File: src/rtl/mnist_frame_feeder.sv
// mnist_frame_feeder
//   Front end of the handwriting recognizer. The block takes a 28x28 frame
//   of 8-bit pixels and thresholds each pixel into one bit of a frame buffer.
//   It then holds the recognizer in reset, streams the buffer to it serially,
//   one bit per clock, and hands the recognizer's digit to a downstream
//   consumer.
//
//   Optional feature macro: MNIST_FEEDER_TIMEOUT_EN. When it is defined, a
//   watchdog on the WAIT state ends a hung recognizer run with digit 4'hF and
//   res_err=1.
//
//   Ports
//     clk        block and recognizer clock
//     rst        asynchronous active-low reset
//     pix_data   pixel input, row-major order
//     pix_valid  pixel valid
//     pix_ready  high while a frame is being loaded
//     rec_rst    active-high reset to the recognizer
//     rec_data   serial frame bit to the recognizer
//     rec_busy   recognizer status; not used for control
//     rec_digit  recognizer result digit
//     rec_valid  recognizer result valid
//     res_digit  captured digit
//     res_valid  result available
//     res_ready  consumer accept
//     res_err    watchdog timeout flag (always 0 without the macro)
module mnist_frame_feeder #(
    parameter int          NPIX           = 784,
    parameter logic [7:0]  THRESHOLD      = 8'd128,
    parameter int          RST_CYCLES     = 2,
    parameter int          TIMEOUT_CYCLES = 4096
) (
    input  logic       clk,
    input  logic       rst,
    input  logic [7:0] pix_data,
    input  logic       pix_valid,
    output logic       pix_ready,
    output logic       rec_rst,
    output logic       rec_data,
    input  logic       rec_busy,
    input  logic [3:0] rec_digit,
    input  logic       rec_valid,
    output logic [3:0] res_digit,
    output logic       res_valid,
    input  logic       res_ready,
    output logic       res_err
);

    typedef enum logic [2:0] {S_LOAD, S_RST, S_SEND, S_WAIT, S_OUT} state_t;

    localparam logic [9:0] LAST_PIX = 10'(NPIX - 1);
    localparam logic [9:0] NPIX_C   = 10'(NPIX);
    localparam logic [9:0] RST_LAST = 10'(RST_CYCLES - 1);

    state_t            state;
    logic [9:0]        cnt;
    logic [NPIX-1:0]   fbuf;

    // rec_busy is status only.
    logic unused;
    assign unused = rec_busy;

`ifdef MNIST_FEEDER_TIMEOUT_EN
    localparam logic [12:0] WD_LAST = 13'(TIMEOUT_CYCLES - 1);
    logic [12:0] wd;
`else
    assign res_err = 1'b0;
`endif

    always_ff @(posedge clk or negedge rst) begin
        if (!rst) begin
            state     <= S_LOAD;
            cnt       <= '0;
            fbuf      <= '0;
            pix_ready <= 1'b1;
            rec_rst   <= 1'b1;
            rec_data  <= 1'b0;
            res_digit <= 4'd0;
            res_valid <= 1'b0;
`ifdef MNIST_FEEDER_TIMEOUT_EN
            wd        <= '0;
            res_err   <= 1'b0;
`endif
        end else begin
            case (state)
                S_LOAD: begin
                    if (pix_valid && pix_ready) begin
                        fbuf[cnt] <= (pix_data >= THRESHOLD);
                        if (cnt == LAST_PIX) begin
                            cnt       <= '0;
                            pix_ready <= 1'b0;
                            state     <= S_RST;
                        end else begin
                            cnt <= cnt + 10'd1;
                        end
                    end
                end
                S_RST: begin
                    // rec_data is loaded with bit[0] on the same edge that
                    // drops rec_rst. The recognizer's first edge out of
                    // reset therefore samples bit[0].
                    if (cnt == RST_LAST) begin
                        rec_rst  <= 1'b0;
                        rec_data <= fbuf[0];
                        fbuf     <= fbuf >> 1;
                        cnt      <= 10'd1;
                        state    <= S_SEND;
                    end else begin
                        cnt <= cnt + 10'd1;
                    end
                end
                S_SEND: begin
                    // The buffer shifts out LSB first. Here cnt is the
                    // number of bits already driven.
                    if (cnt == NPIX_C) begin
                        rec_data <= 1'b0;
                        cnt      <= '0;
                        state    <= S_WAIT;
`ifdef MNIST_FEEDER_TIMEOUT_EN
                        wd       <= '0;
`endif
                    end else begin
                        rec_data <= fbuf[0];
                        fbuf     <= fbuf >> 1;
                        cnt      <= cnt + 10'd1;
                    end
                end
                S_WAIT: begin
                    if (rec_valid) begin
                        res_digit <= rec_digit;
                        res_valid <= 1'b1;
                        state     <= S_OUT;
                    end
`ifdef MNIST_FEEDER_TIMEOUT_EN
                    else if (wd == WD_LAST) begin
                        res_digit <= 4'hF;
                        res_valid <= 1'b1;
                        res_err   <= 1'b1;
                        state     <= S_OUT;
                    end else begin
                        wd <= wd + 13'd1;
                    end
`endif
                end
                S_OUT: begin
                    if (res_ready) begin
                        res_valid <= 1'b0;
                        rec_rst   <= 1'b1;
                        pix_ready <= 1'b1;
                        cnt       <= '0;
                        state     <= S_LOAD;
`ifdef MNIST_FEEDER_TIMEOUT_EN
                        res_err   <= 1'b0;
`endif
                    end
                end
                default: state <= S_LOAD;
            endcase
        end
    end

endmodule

File: config.mk
export PLATFORM = sky130hd
export DESIGN_NAME = mnist_frame_feeder
export DESIGN_NICKNAME = d
export VERILOG_FILES = /design/src/rtl/mnist_frame_feeder.sv
export SDC_FILE = /design/constraint.sdc
export NUM_CORES = 2
export LEC_CHECK = 0
export BUFFER_PORTS_ARGS = -buffer_cell sky130_fd_sc_hd__buf_2
export CAP_MARGIN = 0
export CORE_ASPECT_RATIO = 0.75
export CORE_MARGIN = 2
export CORE_UTILIZATION = 57
export DETAILED_ROUTE_END_ITERATION = 7
export PLACE_DENSITY = 0.76
export SYNTH_ARGS = -nofsm -noshare
export SYNTH_HDL_FRONTEND = slang
export SYNTH_SLANG_ARGS = --single-unit
File: constraint.sdc
create_clock -name clk -period 2.3 [get_ports clk]
set_clock_uncertainty 0.1 [all_clocks]
set_input_delay 0.46 -clock clk [delete_from_list [all_inputs] [get_ports clk]]
set_output_delay 0.46 -clock clk [all_outputs]
set_load 0.02 [all_outputs]
# After elaboration in Yosys (flattened, before gate mapping)
# Index checks and enable logic that the tools add are counted.
dict set report classes {
  n_eq_ne 14
  n_reduce_logical 17
  add_sub_neg 1
  muxes 32
  order_cmp 3
}
# operator n
set ops {}
lappend ops {{2-to-1 mux 784 bit} 3}
lappend ops {{one-hot mux 784 bit (3 select lines)} 1}
lappend ops {{bitwise mux 784 bit} 1}
lappend ops {{2-to-1 mux 10 bit} 5}
lappend ops {{one-hot mux 10 bit (4 select lines)} 1}
lappend ops {{equality test 10 bit (second input constant)} 2}
lappend ops {{2-to-1 mux 3 bit} 6}
lappend ops {{one-hot mux 3 bit (5 select lines)} 1}
lappend ops {{inequality test 2 bit (second input constant)} 7}
lappend ops {{< comparator 10 x 11 -> 1 bit (second input constant)} 1}
lappend ops {{adder 10 x 1 -> 10 bit (second input constant)} 1}
lappend ops {{demux 1 bit (select 10 bit)} 1}
lappend ops {{equality test 10 x 1 -> 1 bit (second input constant)} 1}
lappend ops {{greater-or-equal comparator 10 x 1 -> 1 bit (second input constant)} 1}
lappend ops {{2-to-1 mux 1 bit} 9}
lappend ops {{AND reduction 3 bit} 3}
lappend ops {{greater-or-equal comparator 8 bit (second input constant)} 1}
lappend ops {{one-hot mux 1 bit (2 select lines)} 4}
lappend ops {{AND reduction 4 bit} 2}
lappend ops {{nonzero test 2 bit} 4}
lappend ops {{equality test 3 x 2 -> 1 bit (second input constant)} 2}
lappend ops {{AND reduction 6 bit} 1}
lappend ops {{AND reduction 2 bit} 2}
lappend ops {{nonzero test 4 bit} 1}
lappend ops {{5 further kinds} 6}
dict set report totals {
  inputBits 18
  elab_cells 75
  reg_bits 805
  output_inout_bits 9
}

# Depth between registers and ports, before layout
dict set report logic_depth {
  depth_word 7
  depth_mapped 10
  mapped_depth_nobuf 7
}

# Worst setup path after synthesis
# Ideal clock, no wire load.
dict set report synth_timing {
  path_type {register to register}
  startpoint {register cnt[0]}
  endpoint {register cnt[8]}
  t_required_ps 2074
  setup_slack_ps -97
  setup_time_ps 126
  period_less_slack_ps 2397
  path_stages_with_launch 9
  path_buffers 1
  arrival_time_ps 2171
  path_cell_list {dfrtp_1 > inv_1 > ha_1 > nor4bb_1 > buf_2 > nand3b_1 > a31oi_1 > nor3_2 > a221o_1}
}
dict set report synth_between {
  elab_chain_len 4
  elab_cells_between_ends 9
  cone_classes {add/sub (1); eq/ne (3); mux (5)}
}
# element line_no
set synth_lines {}
lappend synth_lines {{from (decl)} 56} ;# logic [9:0] cnt;
lappend synth_lines {{from (signal assigned)} 94} ;# cnt <= cnt + 10'd1;
lappend synth_lines {{from (signal assigned)} 109} ;# cnt <= cnt + 10'd1;
lappend synth_lines {{from (signal assigned)} 125} ;# cnt <= cnt + 10'd1;
lappend synth_lines {{adder 10 x 1 -> 10 bit / equality test 10 bit (equally long branches)} -}
lappend synth_lines {{2-to-1 mux 10 bit} 89} ;# if (cnt == LAST_PIX) begin
lappend synth_lines {{2-to-1 mux 10 bit} 87} ;# if (pix_valid && pix_ready) begin
lappend synth_lines {{one-hot mux 10 bit (4 select lines) *} 85} ;# case (state)
# Mark *: on every way between the ends. The rest lies on a longest branch, timed or not. The select of a mux whose other input is x is not followed.
# A chain may end at the register's enable or synchronous reset.

# Worst setup path in the final report
dict set report layout_timing {
  startpoint {register cnt[0]}
  endpoint {register fbuf[114]}
}
dict set report layout_between {
  elab_chain_len 7
  elab_cells_between_ends 13
  cone_classes {order compare (2); eq/ne (4); mux (5); reduce/logical (2)}
}
# element line_no
set layout_lines {}
lappend layout_lines {{< comparator 10 x 11 -> 1 bit / greater-or-equal comparator 10 x 1 -> 1 bit (equally long branches)} 88} ;# fbuf[cnt] <= (pix_data >= THRESHOLD);
lappend layout_lines {{logical AND 1 bit (not written as such)} 88}
lappend layout_lines {{2-to-1 mux 1 bit (not written as such)} 88}
lappend layout_lines {{demux 1 bit (select 10 bit)} 88}
lappend layout_lines {{bitwise mux 784 bit} 88}
lappend layout_lines {{2-to-1 mux 784 bit} 87}
lappend layout_lines {{one-hot mux 784 bit (3 select lines)} 85}
lappend layout_lines {{to (signal, indexed assignment)} 88}
lappend layout_lines {{to (signal assigned)} 105} ;# fbuf <= fbuf >> 1;
lappend layout_lines {{to (signal assigned)} 124} ;# fbuf <= fbuf >> 1;
lappend layout_lines {{to (decl)} 57} ;# logic [NPIX-1:0] fbuf;
# Parallel ways exist; a longest one is shown, timed or not. The select of a mux whose other input is x is not followed.

==> key figures <==
Pwr
  – Peak VDD IR: 680 uV
  – Flop pwr share: 42.7%
  – Internal: 24800 uW
  – PwrDens: 675 nW/um2
  – Sw Pwr: 9960 uW
  – Clk pwr share: 39.4%
  – Lkg Pwr: 0.0224 uW
  – Combinational power share: 17.8%
  – Switching share of power: 28.6%

Logic synthesis
  – Syn nets: 4945
  – Syn avg cell area: 8.46 um2
  – Predominant post-synthesis flop cell: dfrtp_1
  – Cell variety after synth: 59
  – Post-Synth Simple-Gate Area: 3.75%
  – EDFF count, synth: 0
  – Cells after synthesis: 4923
  – Netlist Area Pre-Place: 41700 um2
  – Share of the synthesized area in the top cell type: 48.2%
  – Synth area leaders: dfrtp_1 (48%), a21oi_1 (18%), o22ai_1 (12%)
  – Yosys warnings: 0
  – Main combinational cell family by area after synthesis: compound AO/OA/AOI/OAI gates
  – Async S/R FF share, synth: 100%
  – Synth Area in Compound Gates: 40.6%
  – Post-Synth XOR/XNOR Area: 0.0210%
  – Sequential-to-total area share from yosys stat: 48.4%
  – Synth area leader: dfrtp_1
  – Post-synthesis mux area share: 0.108%
  – Seq cells post-synth: 805
  – Most instantiated cells after synthesis: a21oi_1 (1501), dfrtp_1 (803), o22ai_1 (783), o21ai_0 (718), clkbuf_1 (486)
  – Count leader, synth: a21oi_1
  – Post-Synth Adder-Cell Area: 0.120%

Timing
  – Setup TNS Final: -168.19 ns
  – RSZ-0062 raised after global routing: true
  – Slew @ Worst Pin: 0.972 ns
  – Final worst slack: -0.347 ns
  – Slew Limit Fails: 0
  – Highest clock rate: 378 MHz
  – Min Tclk post-route: 2.65 ns
  – Final hold vios: 0
  – Final setup vio count: 790
  – Max-Slew Margin vs Limit: 34.6%
  – Period utilization: 115%

Drt
  – Routed WL per cell: 24.9 um
  – TritonRoute pass-1 iters: 7
  – Routed WL: 149 mm
  – Iteration-0 DRC count of the detailed router: 6966
  – # DRC: 0
  – ANT nets after route: 0
  – DR vias: 43126
  – Vias/cell: 7.21

Placement
  – Placed Area: 46000 um2
  – Port Buffers: 17
  – Gpl congestion: 0.959
  – Post-DP HPWL: 88.5 mm

Clock tree
  – CTS Root Cell: clkbuf_16
  – Maximum level of the CTS H-tree: 3
  – CTS clk-pin slew, worst paths: 0.06 ns
  – CTS Buffer Depth: 3
  – TritonCTS clock tree: done
  – Clock Sinks: 805
  – CTS buffer count: 81
  – Latest clock arrival within the worst-skew pair: 0.66 ns

Floorplan
  – Starting Density: 57.8%
  – Die footprint: 75300 um2
  – Ports: 27
  – Die Wd: 316 um
  – Vert. Die Dim: 238 um
  – # rows: 85
  – Core area: 72000 um2

GRT
  – First-pass GRT wire length: 231 mm
  – Tot GR Track Use: 38.6%
  – Vias in the first global route: 40950
  – Pin count of the biggest net entering global routing: 108
  – Total gr overflow: 0
  – Initial antenna violation count: 1

Min path
  – Hold WC Path Type: in2reg

Job
  – Max-Cap Viols: 0

Setup path
  – CP required: 2.72 ns
  – Critical Path End Type: flop
  – CP arrival: 3.07 ns
  – CP most frequent cell: buf_16
  – Worst path max stage delay: 0.37 ns
  – CP max-delay cell: dfrtp_1
  – CP cell instances: inv_1 -> ha_2 -> nor4bb_4 -> a31o_2 -> a221oi_4 -> buf_12 -> buf_16 -> buf_16 -> buf_12 -> buf_16 -> buf_12 -> buf_16 -> a21oi_1
  – Startpoint Class: flop
  – Crit path kind: reg2reg
  – Crit Path Max Fanout: 18

Run status
  – Failing checks: negative setup slack
  – Outcome: complete, but fails checks

Finish
  – Layout area overhead: 23.7%
  – Post-route cell area: 51500 um2
  – N_diodes: 0
  – Final net count: 4983
  – Share of cells above drive strength 1: 17.5%
  – Final core occ: 71.6%
[logic make-up after synthesis]
| family | after synthesis |
|---|---|
| simple gates | 327 |
| xor+xnor | 1 |
| other cells | 1 |
| flops | 805 |
| buf+inv | 676 |
| compound gates | 3105 |
| mux | 4 |
| fa+ha+maj | 4 |
[stage by stage]
step | setup slack (ns) | cells | power, uW | hold slack (ns)
3_3_place_gp | -0.223 | 5717 | 20000 | 0.381
5_1_grt | -0.449 | 5980 | 35700 | 0.0839
6_report | -0.347 | 5980 | 34800 | 0.0699
4_1_cts | -0.290 | 5954 | 34400 | 0.0358
2_1_floorplan | 0.0177 | 4923 | 17500 | 0.0644
3_5_place_dp | -0.295 | 5717 | 20100 | 0.380
[path summary, 6_finish.rpt]
kind | startpoint | to | slack, ns | depth (start not counted)
max in group asynchronous | rst | fbuf[169]$_DFFE_PN0P_ | 0.85 | 4
hold / removal | rec_valid | res_valid$_DFFE_PN0P_ | 0.07 | 3
hold reg to reg | res_digit[1]$_DFFE_PN0P_ | res_digit[1]$_DFFE_PN0P_ | 0.41 | 1
min in group asynchronous | rst | fbuf[59]$_DFFE_PN0P_ | 0.31 | 2
setup reg to reg | cnt[0]$_DFFE_PN0P_ | fbuf[114]$_DFFE_PN0P_ | -0.35 | 13
setup / recovery | cnt[0]$_DFFE_PN0P_ | fbuf[114]$_DFFE_PN0P_ | -0.35 | 13
[registers in the layout, summed over array words and instances, names as in the netlist]
name and count:
cnt 10, fbuf 784, res_digit 4, rec_data 1, state 3, res_valid 1
pix_ready 1, rec_rst 1
[worst max-delay path: cells and delay by family (launching register included)]
kind	cells	cell delay [ns]
compound gates	3	0.63
fa+ha+maj	1	0.21
simple gates	1	0.16
buf+inv	8	1.03
flops	1	0.37
[cell usage in the layout, fill, tap and decap left out, types with 16 or more instances in the layout]
cell type	instances
buf_6	28
buf_8	17
nor2_1	111
buf_16	47
nand2_1	76
nand3_1	46
a2bb2oi_1	71
buf_12	187
buf_4	312
dfrtp_1	803
nand2_2	17
a21oi_2	69
a21oi_1	1432
clkbuf_16	90
o22ai_1	782
clkbuf_8	18
buf_2	16
o21ai_0	718
clkinv_2	16
[repair_timing]
item	4_1_cts	5_1_grt
hold buffers	6	0
hold endpoints to repair	23	0
gates cloned	41	9
buffers inserted	45	18
endpoints found under the setup margin	791	796
pin swaps	4	2
gates resized for setup	168	36
[power by group through the flow]
stage / clock [uW] / combinational, uW / sequential [uW]
finish: 13700 / 6210 / 14900
global route: 14400 / 6440 / 14900
CTS: 13800 / 5810 / 14900
detailed placement: 0 / 4970 / 15100
global placement: 0 / 4890 / 15100
floorplan: 0 / 2450 / 15000
[layout make-up]
cell class	count	area, um2
flip-flops and latches	805	20100
fillers	5083	20500
well taps	957	1200
repair buffers	629	8540
inverters	2	7.51
clock inverters	31	364
clock buffers	114	2330
multi-input cells	3442	18900
[metal layers]
| metal | track usage (%) | share of wire [%] | up-vias |
|---|---|---|---|
| li1 | - | - | 18629 |
| met1 | 53.8 | 38 | 20749 |
| met2 | 56.2 | 43 | 3201 |
| met3 | 10.0 | 13 | 545 |
| met4 | 18.9 | 5.1 | 2 |
| met5 | 0 | 0.0087 | - |
Power figures use the tool's default switching activity.
